## src/rtl/ghostbus_host_bridge.sv

```systemverilog
// ghostbus_host_bridge
//   Host-side initiator for the ghostbus. Byte-wide command frames arrive on
//   the rx stream and each becomes one ghostbus write or read cycle. Read data
//   goes back MSB first on the tx stream.
//   Frame: cmd (0x00 write, 0x80 read), AW/8 address bytes MSB first, then
//   DW/8 data bytes MSB first for writes. Any other cmd byte is consumed and
//   sets the sticky err flag.
// Ports:
//   clk, rst_n          clock, asynchronous active-low reset
//   rx_data/valid/ready command byte stream in
//   tx_data/valid/ready response byte stream out (read data only)
//   gb_addr/gb_dout     registered bus address / write data (hold between cycles)
//   gb_we               one-cycle write strobe
//   gb_din              peripheral read data, valid RD_LAT cycles after gb_addr
//   busy                high whenever the bridge is not idle
//   err                 sticky illegal-command flag, cleared only by reset
module ghostbus_host_bridge #(
  parameter int AW     = 24,
  parameter int DW     = 32,
  parameter int RD_LAT = 1
) (
  input  logic          clk,
  input  logic          rst_n,
  input  logic [7:0]    rx_data,
  input  logic          rx_valid,
  output logic          rx_ready,
  output logic [7:0]    tx_data,
  output logic          tx_valid,
  input  logic          tx_ready,
  output logic [AW-1:0] gb_addr,
  output logic [DW-1:0] gb_dout,
  output logic          gb_we,
  input  logic [DW-1:0] gb_din,
  output logic          busy,
  output logic          err
);

  localparam int AB = AW / 8;
  localparam int DB = DW / 8;
  localparam int NB = (AB > DB) ? AB : DB;
  localparam int CW = (NB > 1) ? $clog2(NB) : 1;

  localparam logic [CW-1:0] A_LAST = CW'(AB - 1);
  localparam logic [CW-1:0] D_LAST = CW'(DB - 1);
  localparam logic [3:0]    L_LAST = 4'(RD_LAT - 1);

  typedef enum logic [2:0] {
    S_IDLE, S_ADDR, S_WDATA, S_WSTB, S_RWAIT, S_RSEND
  } state_t;

  state_t        state_q, state_d;
  logic [CW-1:0] cnt_q, cnt_d;
  logic [3:0]    lat_q, lat_d;
  logic          rd_q, rd_d;
  logic          err_q, err_d;
  logic          en_q;
  logic [AW-1:0] addr_sh_q, addr_sh_d;
  logic [DW-1:0] data_sh_q, data_sh_d;
  logic [AW-1:0] addr_q, addr_d;
  logic [DW-1:0] dout_q, dout_d;
  logic [DW-1:0] tx_sh_q, tx_sh_d;
  logic          rx_fire;

  // en_q keeps rx_ready low while reset is held even though state is IDLE.
  assign rx_ready = en_q & ((state_q == S_IDLE) | (state_q == S_ADDR) |
                            (state_q == S_WDATA));
  assign rx_fire  = rx_valid & rx_ready;
  assign tx_valid = (state_q == S_RSEND);
  assign tx_data  = tx_sh_q[DW-1 -: 8];
  assign gb_we    = (state_q == S_WSTB);
  assign gb_addr  = addr_q;
  assign gb_dout  = dout_q;
  assign busy     = (state_q != S_IDLE);
  assign err      = err_q;

  always_ff @(posedge clk or negedge rst_n) begin
    if (!rst_n) begin
      state_q   <= S_IDLE;
      cnt_q     <= '0;
      lat_q     <= '0;
      rd_q      <= 1'b0;
      err_q     <= 1'b0;
      en_q      <= 1'b0;
      addr_sh_q <= '0;
      data_sh_q <= '0;
      addr_q    <= '0;
      dout_q    <= '0;
      tx_sh_q   <= '0;
    end else begin
      state_q   <= state_d;
      cnt_q     <= cnt_d;
      lat_q     <= lat_d;
      rd_q      <= rd_d;
      err_q     <= err_d;
      en_q      <= 1'b1;
      addr_sh_q <= addr_sh_d;
      data_sh_q <= data_sh_d;
      addr_q    <= addr_d;
      dout_q    <= dout_d;
      tx_sh_q   <= tx_sh_d;
    end
  end

  always_comb begin
    state_d   = state_q;
    cnt_d     = cnt_q;
    lat_d     = lat_q;
    rd_d      = rd_q;
    err_d     = err_q;
    addr_sh_d = addr_sh_q;
    data_sh_d = data_sh_q;
    addr_d    = addr_q;
    dout_d    = dout_q;
    tx_sh_d   = tx_sh_q;
    case (state_q)
      S_IDLE: begin
        if (rx_fire) begin
          if (rx_data == 8'h00 || rx_data == 8'h80) begin
            rd_d    = rx_data[7];
            state_d = S_ADDR;
          end else begin
            err_d = 1'b1;
          end
        end
      end
      S_ADDR: begin
        if (rx_fire) begin
          addr_sh_d = (addr_sh_q << 8) | AW'(rx_data);
          if (cnt_q == A_LAST) begin
            addr_d  = addr_sh_d;
            state_d = rd_q ? S_RWAIT : S_WDATA;
          end else begin
            cnt_d = cnt_q + 1'b1;
          end
        end
      end
      S_WDATA: begin
        if (rx_fire) begin
          data_sh_d = (data_sh_q << 8) | DW'(rx_data);
          if (cnt_q == D_LAST) begin
            dout_d  = data_sh_d;
            state_d = S_WSTB;
          end else begin
            cnt_d = cnt_q + 1'b1;
          end
        end
      end
      S_WSTB: state_d = S_IDLE;
      S_RWAIT: begin
        // gb_addr became valid on entry; gb_din is due RD_LAT edges later.
        if (lat_q == L_LAST) begin
          tx_sh_d = gb_din;
          state_d = S_RSEND;
        end else begin
          lat_d = lat_q + 1'b1;
        end
      end
      S_RSEND: begin
        if (tx_ready) begin
          tx_sh_d = tx_sh_q << 8;
          if (cnt_q == D_LAST) begin
            state_d = S_IDLE;
          end else begin
            cnt_d = cnt_q + 1'b1;
          end
        end
      end
      default: state_d = S_IDLE;
    endcase
    // Counters restart on every state entry.
    if (state_d != state_q) begin
      cnt_d = '0;
      lat_d = '0;
    end
  end

endmodule

```

## config.mk

```make
export PLATFORM = sky130hd
export DESIGN_NAME = ghostbus_host_bridge
export DESIGN_NICKNAME = d
export VERILOG_FILES = /design/src/rtl/ghostbus_host_bridge.sv
export SDC_FILE = /design/constraint.sdc
export NUM_CORES = 1
export LEC_CHECK = 0
export ABC_AREA = 1
export CORE_ASPECT_RATIO = 0.8
export CORE_UTILIZATION = 55
export CTS_CLUSTER_SIZE = 40
export DETAILED_ROUTE_END_ITERATION = 8
export GPL_ROUTABILITY_DRIVEN = 0
export HOLD_SLACK_MARGIN = 0.1
export PLACE_DENSITY = 0.9
export SYNTH_ARGS = -nofsm -noshare
export SYNTH_HDL_FRONTEND = slang
export SYNTH_SLANG_ARGS = --single-unit
```

## constraint.sdc

```tcl
create_clock -name clk -period 3.6 [get_ports clk]
set_clock_uncertainty 0.15 [all_clocks]
set_input_delay 0.36 -clock clk [delete_from_list [all_inputs] [get_ports clk]]
set_output_delay 0.36 -clock clk [all_outputs]
set_load 0.02 [all_outputs]
```

; After elaboration in Yosys (flattened, before gate mapping)
; Cells that the tools add are included.
[classes]
reduce_logical = 17
addsub = 2
shift = 0
muxes = 24
n_eq_ne = 16
mul = 0
div = 0
bitwise = 7
magnitude_cmp = 0
[ops]
columns = operator, count
row1 = 32-bit two-way mux, 2
row2 = 32-bit one-hot mux with 2 select lines, 1
row3 = 32-bit by 8-bit bitwise OR with 32-bit output, 1
row4 = 3-bit two-way mux, 10
row5 = 24-bit by 8-bit bitwise OR with 24-bit output, 1
row6 = 3-bit one-hot mux with 5 select lines, 1
row7 = 3-bit AND reduction, 5
row8 = 2-bit two-way mux, 6
row9 = 4-bit two-way mux, 3
row10 = "3-bit by 2-bit inequality test with 1-bit output, second input constant", 3
row11 = "8-bit equality test, second input constant", 1
row12 = 8-bit zero test, 1
row13 = "3-bit by 2-bit equality test with 1-bit output, second input constant", 2
row14 = "3-bit equality test, second input constant", 2
row15 = 2-bit one-hot mux with 3 select lines, 1
row16 = 2-bit AND reduction, 3
row17 = 5-bit AND reduction, 1
row18 = "4-bit by 1-bit adder with 4-bit output, second input constant", 1
row19 = "2-bit equality test, second input constant", 2
row20 = 4-bit zero test, 1
row21 = "2-bit by 1-bit inequality test with 1-bit output, second input constant", 2
row22 = 2-bit nonzero test, 2
row23 = 4-bit nonzero test, 1
row24 = "3-bit by 1-bit equality test with 1-bit output, second input constant", 1
row25 = 10 further kinds, 12
[totals]
latch_bits = 0
ram_bits = 0
output_inout_bits = 69
mem_bits_ro = 0
inputBits = 44
memories = 0
elab_cells = 77
register_bits = 140

; Longest topological paths before layout
; Gate-level depths: netlist (run 1).
[depth]
word_depth = 10
depth_mapped = 12
depth_no_buf = 12

; Worst setup path before layout (run 1)
; Ideal clock, no wire load.
[synth_timing]
path_kind = register -> register
startpoint = register lat_q[0]
endpoint = register tx_sh_q[21]
setup_slack_ns = 1.799
required_ns = 3.321
setup_time_ns = 0.129
t_arrival_ns = 1.522
n_path_buf = 2
period_less_slack_ns = 1.801
stages_incl_launch_ff = 10
path_cell_list = dfrtp_1 inv_1 ha_1 nand2_1 nor2_2 nand2_4 o21ai_2 buf_6 buf_6 a31oi_2
[synth_via]
elab_chain_len = 3
[synth_rtl]
columns = item, line_no
row1 = "start, declared", 53  ; logic [3:0] lat_q, lat_d;
row2 = "start signal, assigned", 92  ; lat_q <= lat_d;
row3 = 4-bit zero test, 151  ; if (lat_q == L_LAST) begin
row4 = 2-bit inequality test (no source line), --
row5 = 3-bit AND reduction (no source line), --
row6 = "end signal, assigned", 100  ; tx_sh_q <= tx_sh_d;
row7 = "end, declared", 61  ; logic [DW-1:0] tx_sh_q, tx_sh_d;
; Every way passes these cells.
; A chain may end at the register's enable or synchronous reset.

; Final worst setup path (run 1)
[layout_timing]
startpoint = register state_q[0]
endpoint = output port rx_ready
[layout_via]
elab_chain_len = 4
elab_cells_between_ends = 6
cone_classes = eq/ne (2) / bitwise (3) / reduce/logical (1)
[layout_rtl]
columns = item, line_no
row1 = "start, declared", 51  ; state_t state_q, state_d;
row2 = "start signal, assigned", 90  ; state_q <= state_d;
row3 = 3-bit by 1-bit equality test with 1-bit output / 3-bit zero test (equally long branches), 65  ; assign rx_ready = en_q & ((state_q == S_IDLE) | (state_q == S_ADDR) |
row4 = 1-bit bitwise OR, 65
row5 = 1-bit bitwise OR (*), 65
row6 = 1-bit AND (*), 65
row7 = "end, declared", 26  ; output logic rx_ready,
; Every way passes the cells marked *; elsewhere a longest branch is shown, timed or not.

==> flow_metrics.env, run 1 <==
export IMPL_hp_start="err"
export IMPL_grtUsageTotal=0.261
export IMPL_coreArea_um2=10400
export IMPL_final_hold_viol_count=0
export IMPL_top_usage_layer="met2"
export IMPL_overflow=0
export IMPL_yosys_warnings=0
export IMPL_synth_mux_area_frac=0.0207
export IMPL_cts_tree="yes"
export IMPL_cts_num_sinks=140
export IMPL_synth_top_cell_by_area="dfrtp_1"
export IMPL_crit_path_cell_trace="inv_1, nand2_1, nor2_1, inv_1, a31oi_1, clkdlybuf4s50_1"
export IMPL_period_share=0.751
export IMPL_crit_fanout=5
export IMPL_register_area_um2=3500
export IMPL_hold_slack_ns=0.324
export IMPL_ys_seq_area_frac=0.587
export IMPL_syn_inst=615
export IMPL_rsz0062_at_grt="no"
export IMPL_drt_initial_drc_count=342
export IMPL_crit_path_frequent_cell="inv_1"
export IMPL_portBuffers=112
export IMPL_drt_vias_per_instance=5.39
export IMPL_hpwl_um=9320
export IMPL_clockRootBuffer="clkbuf_16"
export IMPL_worstSetupPathType="register to output pin"
export IMPL_vias=4701
export IMPL_r2r_start="state_q[1]"
export IMPL_slowest_stage="clkdlybuf4s50_1"
export IMPL_synth_most_common_cell="dfrtp_1"
export IMPL_synth_seq_cells=140
export IMPL_crit_path_max_incr_delay_ns=0.63
export IMPL_synthXorXnorAreaFrac=0.00440
export IMPL_grt_util_met3=0.0634
export IMPL_grt_max_degree=114
export IMPL_postRouteAntennaNets=0
export IMPL_row_count=33
export IMPL_period_minus_slack_ns=2.70
export IMPL_fillers=676
export IMPL_cts_buffers=17
export IMPL_yosysTopAreaCellShare=0.587
export IMPL_avgSynthCellArea_um2=9.71
export IMPL_max_cap_violations=0
export IMPL_cts_buffer_depth=2
export IMPL_area_delta_synth_final_pct=28.9
export IMPL_ys_types=33
export IMPL_slew_violations=0
export IMPL_status="finished clean"
export IMPL_syn_cell_area_um2=5970
export IMPL_die_x_um=119
export IMPL_synth_ff_type="dfrtp_1"
export IMPL_grt_pass1_vias=4678
export IMPL_relSlewSlack=0.346
export IMPL_grt_pass1_wl_um=22500
export IMPL_worstMarginPinSlew_ns=0.981
export IMPL_yosys_area_share_simple=0.156
export IMPL_worst_ep_required_time_ns=3.09
export IMPL_cp_startpoint="state_q[0]"
export IMPL_diodes=0
export IMPL_insertion_delay_ns=0.42
export IMPL_synth_compound_area_frac=0.136
export IMPL_drtPass1Iterations=5
export IMPL_netlist_top_cells_count="140 x dfrtp_1, 130 x nand2_1, 65 x o21ai_0"
export IMPL_drc_errors=0
export IMPL_end_kind="output pin"
export IMPL_multi_input_area_um2=1960
export IMPL_synthTopCellsByArea="dfrtp_1 59%, nand2_1 8.2%, o21ai_0 5.4%"
export IMPL_clk_pin_slew_ns=0.06
export IMPL_grt_antenna_before_repair=0
export IMPL_p_per_area_nw_per_um2=618
export IMPL_met2_usage=0.461
export IMPL_ir_drop_mv=0.413
export IMPL_design_die_area_um2=11300
export IMPL_synth_adder_area_share=0.00838
export IMPL_io_pins=113
export IMPL_cts_max_level=4
export IMPL_timing_fmax_mhz=370
export IMPL_finalSetupViolations=0
export IMPL_async_flop_share=1.00
export IMPL_synth_edf_count=0
export IMPL_use_met1=0.310
export IMPL_synth_top_family_by_area="simple AND/OR/NAND/NOR gates"
export IMPL_total_leakage_power_nw=3.46
export IMPL_start_util=0.574
export IMPL_fin_nets=767
export IMPL_die_h_um=95.2
export IMPL_drive_above_1_share=0.127
export IMPL_hold_class="register to register"
export IMPL_crit_path_start_kind="register"
export IMPL_post_cts_setup_buffers=0
export IMPL_cp_data_arrival_time_ns=2.19
export IMPL_syn_num_nets=663
export IMPL_wl_um=13900
export IMPL_wl_per_cell_um=15.9
export IMPL_fin_tns_setup_ns=0
-- layout make-up --
type                            count  share of cell area
Clock buffer                       24              0.0652
Clock inverter                      8              0.0138
Inverter                           67              0.0327
Multi-Input combinational cell    371               0.255
Sequential cell                   140               0.455
Tap cell                          140              0.0228
Timing Repair Buffer              122               0.156
-- report_power, final --
group / switching [mW] / internal (mW) / total, mW / leakage [nW]
Sequential: 0.168 / 1.86 / 2.03 / 1.77
Clock: 0.655 / 1.12 / 1.77 / 0.293
Combinational: 0.559 / 0.400 / 0.959 / 1.39
-- state kept, by name, summed over array words and instances (netlist names), 2 cells and up --
register	count
data_sh_q	24
addr_sh_q	16
cnt_q	2
lat_q	4
gb_addr	24
tx_sh_q	32
gb_dout	32
state_q	3
-- path summary, 6_finish.rpt --
check	endpoint	slack, ns	cells after the start
hold / removal	err	0.32	1
setup / recovery	rx_ready	0.90	6
max in group asynchronous	gb_addr[7]	1.97	3
min in group asynchronous	gb_dout[19]	0.51	2
hold reg to reg	err	0.32	1
setup reg to reg	tx_sh_q[11]	0.95	8
-- per-layer routing --
metal	share of wire	vias to the layer above
met5	0	-
met4	0.027	0
met3	0.052	38
met2	0.52	192
met1	0.40	2293
li1	-	2178
-- logic make-up after synthesis --
kind of cell             after synthesis
AO/OA/AOI/OAI                        130
other                                  1
adder cells (fa/ha/maj)                4
multiplexers                          11
buffers and inverters                104
flip-flops                           140
XOR/XNOR                               3
AND/OR/NAND/NOR                      222
-- through the flow --
stage / instances / area (µm²) / setup slack (ns) / total power [mW] / util
global route: 872 / 7700 / 0.795 / 4.96 / 0.740
floorplan: 615 / 5970 / 1.80 / 2.63 / -
finish: 872 / 7700 / 0.897 / 4.76 / 0.740
detailed placement: 839 / 7080 / 0.897 / 2.99 / 0.680
CTS: 872 / 7700 / 0.907 / 4.78 / 0.740
global placement: 839 / 7080 / 1.05 / 2.91 / 0.680
-- placed cells by master (no fill, tap or decap), types with 3 or more instances in the layout --
cell             count
inv_2                5
nor2_1              60
a31oi_1              7
nor2_2               4
dfrtp_1            140
a31oi_2             16
clkbuf_16           17
nand2_1            130
inv_1               62
nand2_2              3
a21oi_1             27
clkdlybuf4s50_1    111
buf_4                9
nand4_1              6
o21ai_2              5
nor2_4               5
o21ai_0             65
o21ai_1              5
clkbuf_8             5
mux2_2              11
ha_1                 4
nand3_1             11
-- critical path, delay by kind of cell, from the launching register on --
| kind | cells | cell delay [ns] |
|---|---|---|
| buf+inv | 3 | 0.85 |
| flops | 1 | 0.45 |
| simple gates | 2 | 0.33 |
| compound gates | 1 | 0.14 |
-- timing repair --
action / in CTS / in global routing
hold buffers: 1 / 0
resized for setup: 0 / 0
endpoints found under the hold margin: 111 / 0
Note: power is estimated with default switching activity, not from simulation.
==> run 2: changes to the inputs <==
CORE_UTILIZATION = 47   (was 55)
PLACE_DENSITY = 0.82   (was 0.9)
clock period = 2.2 ns   (was 3.6 ns; I/O delays follow)
==> run 2 against run 1 <==
Count of clock-buffer cells in the layout is 4 lower. Sequential share of layout area is 1.1 points lower. Largest power group unchanged. Hold slack worse by 0.15 ns. Total power is 68% higher. Critical path type unchanged.
==> flow_metrics.env, run 2 (synthesis results as in run 1) <==
export IMPL_r2r_end="cnt_q[0]"
export IMPL_timing_fmax_mhz=477
export IMPL_diodes=0
export IMPL_mostFrequentLayoutCells="140 x dfrtp_1, 130 x nand2_1, 107 x clkdlybuf4s50_1"
export IMPL_grt_max_degree=55
export IMPL_seq_power_share=0.411
export IMPL_drt_initial_drc_count=323
export IMPL_regToRegSetupSlack_ns=0.13
export IMPL_reg2reg_depth=11
export IMPL_portBuffers=112
export IMPL_postRouteAntennaNets=0
export IMPL_final_instance_count_excl_fill=910
export IMPL_period_minus_slack_ns=2.10
export IMPL_area_delta_synth_final_pct=32.2
export IMPL_vias=4522
export IMPL_clock_power_share=0.394
export IMPL_final_common_cell="dfrtp_1"
export IMPL_wl_per_cell_um=14.3
export IMPL_slew_violations=0
export IMPL_cts_num_sinks=140
export IMPL_clockRootBuffer="clkbuf_16"
export IMPL_coreArea_um2=12300
export IMPL_die_h_um=103
export IMPL_io_pins=113
export IMPL_rsz0062_at_grt="no"
export IMPL_drtPass1Iterations=5
export IMPL_relSlewSlack=0.583
export IMPL_die_x_um=128
export IMPL_design_area_um2=7900
export IMPL_crit_path_start_kind="register"
export IMPL_grt_antenna_before_repair=0
export IMPL_drive_above_1_share=0.138
export IMPL_p_comb_frac=0.195
export IMPL_start_util=0.486
export IMPL_worst_ep_required_time_ns=1.83
export IMPL_p_total_mw=8.00
export IMPL_total_leakage_power_nw=3.56
export IMPL_fin_nets=774
export IMPL_period_share=0.953
export IMPL_clk_pin_slew_ns=0.06
export IMPL_wl_um=13000
export IMPL_worstSetupPathType="register to output pin"
export IMPL_cp_startpoint="state_q[1]"
export IMPL_insertion_delay_ns=0.41
export IMPL_worstMarginPinSlew_ns=0.623
export IMPL_final_hold_viol_count=0
export IMPL_worst_slack_ns=0.103
export IMPL_p_int_mw=5.77
export IMPL_dpl_cell_count=877
export IMPL_end_kind="output pin"
export IMPL_grtUsageTotal=0.210
export IMPL_crit_fanout=4
export IMPL_finalSetupViolations=0
export IMPL_register_area_um2=3500
export IMPL_max_cap_violations=0
export IMPL_grt_pass1_vias=4413
export IMPL_hpwl_um=9110
export IMPL_r2r_start="state_q[2]"
export IMPL_fillers=985
export IMPL_fin_tns_setup_ns=0
export IMPL_multi_input_area_um2=1960
export IMPL_overflow=0
export IMPL_crit_path_end="rx_ready"
export IMPL_status="finished clean"
export IMPL_grt_pass1_wl_um=21200
export IMPL_p_sw_frac=0.279
export IMPL_p_per_area_nw_per_um2=1010
export IMPL_cts_buffers=17
export IMPL_cts_max_level=4
export IMPL_p_sw_mw=2.23
export IMPL_hold_class="input port to asynchronous set/reset pin"
export IMPL_design_die_area_um2=13200
export IMPL_drc_errors=0
export IMPL_cp_data_arrival_time_ns=1.73
export IMPL_place_area_um2=7230
export IMPL_row_count=36
export IMPL_drt_vias_per_instance=4.97
export IMPL_pre_cts_slack_ns=0.0767
export IMPL_cts_tree="yes"
export IMPL_cts_buffer_depth=2
export IMPL_ir_drop_mv=0.596
run 2: how the worst min path moves through the flow:
| stage | from | end | slack [ns] | depth (start not counted) |
|---|---|---|---|---|
| after global routing | rst_n | gb_dout[18] | 0.22 | 2 |
| final | rst_n | gb_dout[26] | 0.18 | 2 |
| after floorplan | rst_n | addr_sh_q[0] | -0.23 | 0 |
| after global placement | rst_n | gb_dout[19] | 0.05 | 1 |
| after CTS | rst_n | gb_dout[26] | 0.20 | 2 |
| after detailed placement | rst_n | gb_dout[26] | 0.06 | 1 |
run 2: cell type report:
class	instances	area share
clock buffer	20	0.0566
clock inverter	12	0.0265
inverter	67	0.0318
multi-input combinational	371	0.248
sequential	140	0.444
tap	171	0.0271
timing repair buffer	129	0.166
run 2: routing by layer:
metal	vias up	wire (µm)	track usage
met3	21	470	0.0410
li1	2203	-	-
met5	-	0	0
met4	0	235	0.0896
met2	113	6340	0.336
met1	2185	5930	0.285
run 2: what timing repair did:
item                                    in CTS  in global routing
hold buffers                                 1                  0
gates resized for setup                      7                  2
buffers inserted                             0                  0
endpoints found under the hold margin      117                  0
endpoints found under the setup margin       3                  2
run 2: power by group through the flow:
| stage | combinational (mW) | sequential, mW | clock, mW |
|---|---|---|---|
| 2_1_floorplan | 0.946 | 3.36 | 0 |
| 3_3_place_gp | 1.49 | 3.30 | 0 |
| 3_5_place_dp | 1.56 | 3.33 | 0 |
| 4_1_cts | 1.57 | 3.29 | 3.20 |
| 5_1_grt | 1.72 | 3.34 | 3.32 |
| 6_report | 1.56 | 3.29 | 3.15 |
run 2: critical path, cell delays in order, from the launching register on:
cell and delay (ns):
dfrtp_1 0.44, inv_2 0.11, nand2_2 0.09, nor2_2 0.18, inv_2 0.07, a31oi_1 0.21
buf_2 0.20
run 2: metrics by stage:
| stage | hold WS (ns) | util |
|---|---|---|
| 2_1_floorplan | -0.226 | - |
| 3_3_place_gp | 0.0532 | 0.588 |
| 3_5_place_dp | 0.0617 | 0.588 |
| 4_1_cts | 0.199 | 0.642 |
| 5_1_grt | 0.223 | 0.642 |
| 6_report | 0.178 | 0.642 |
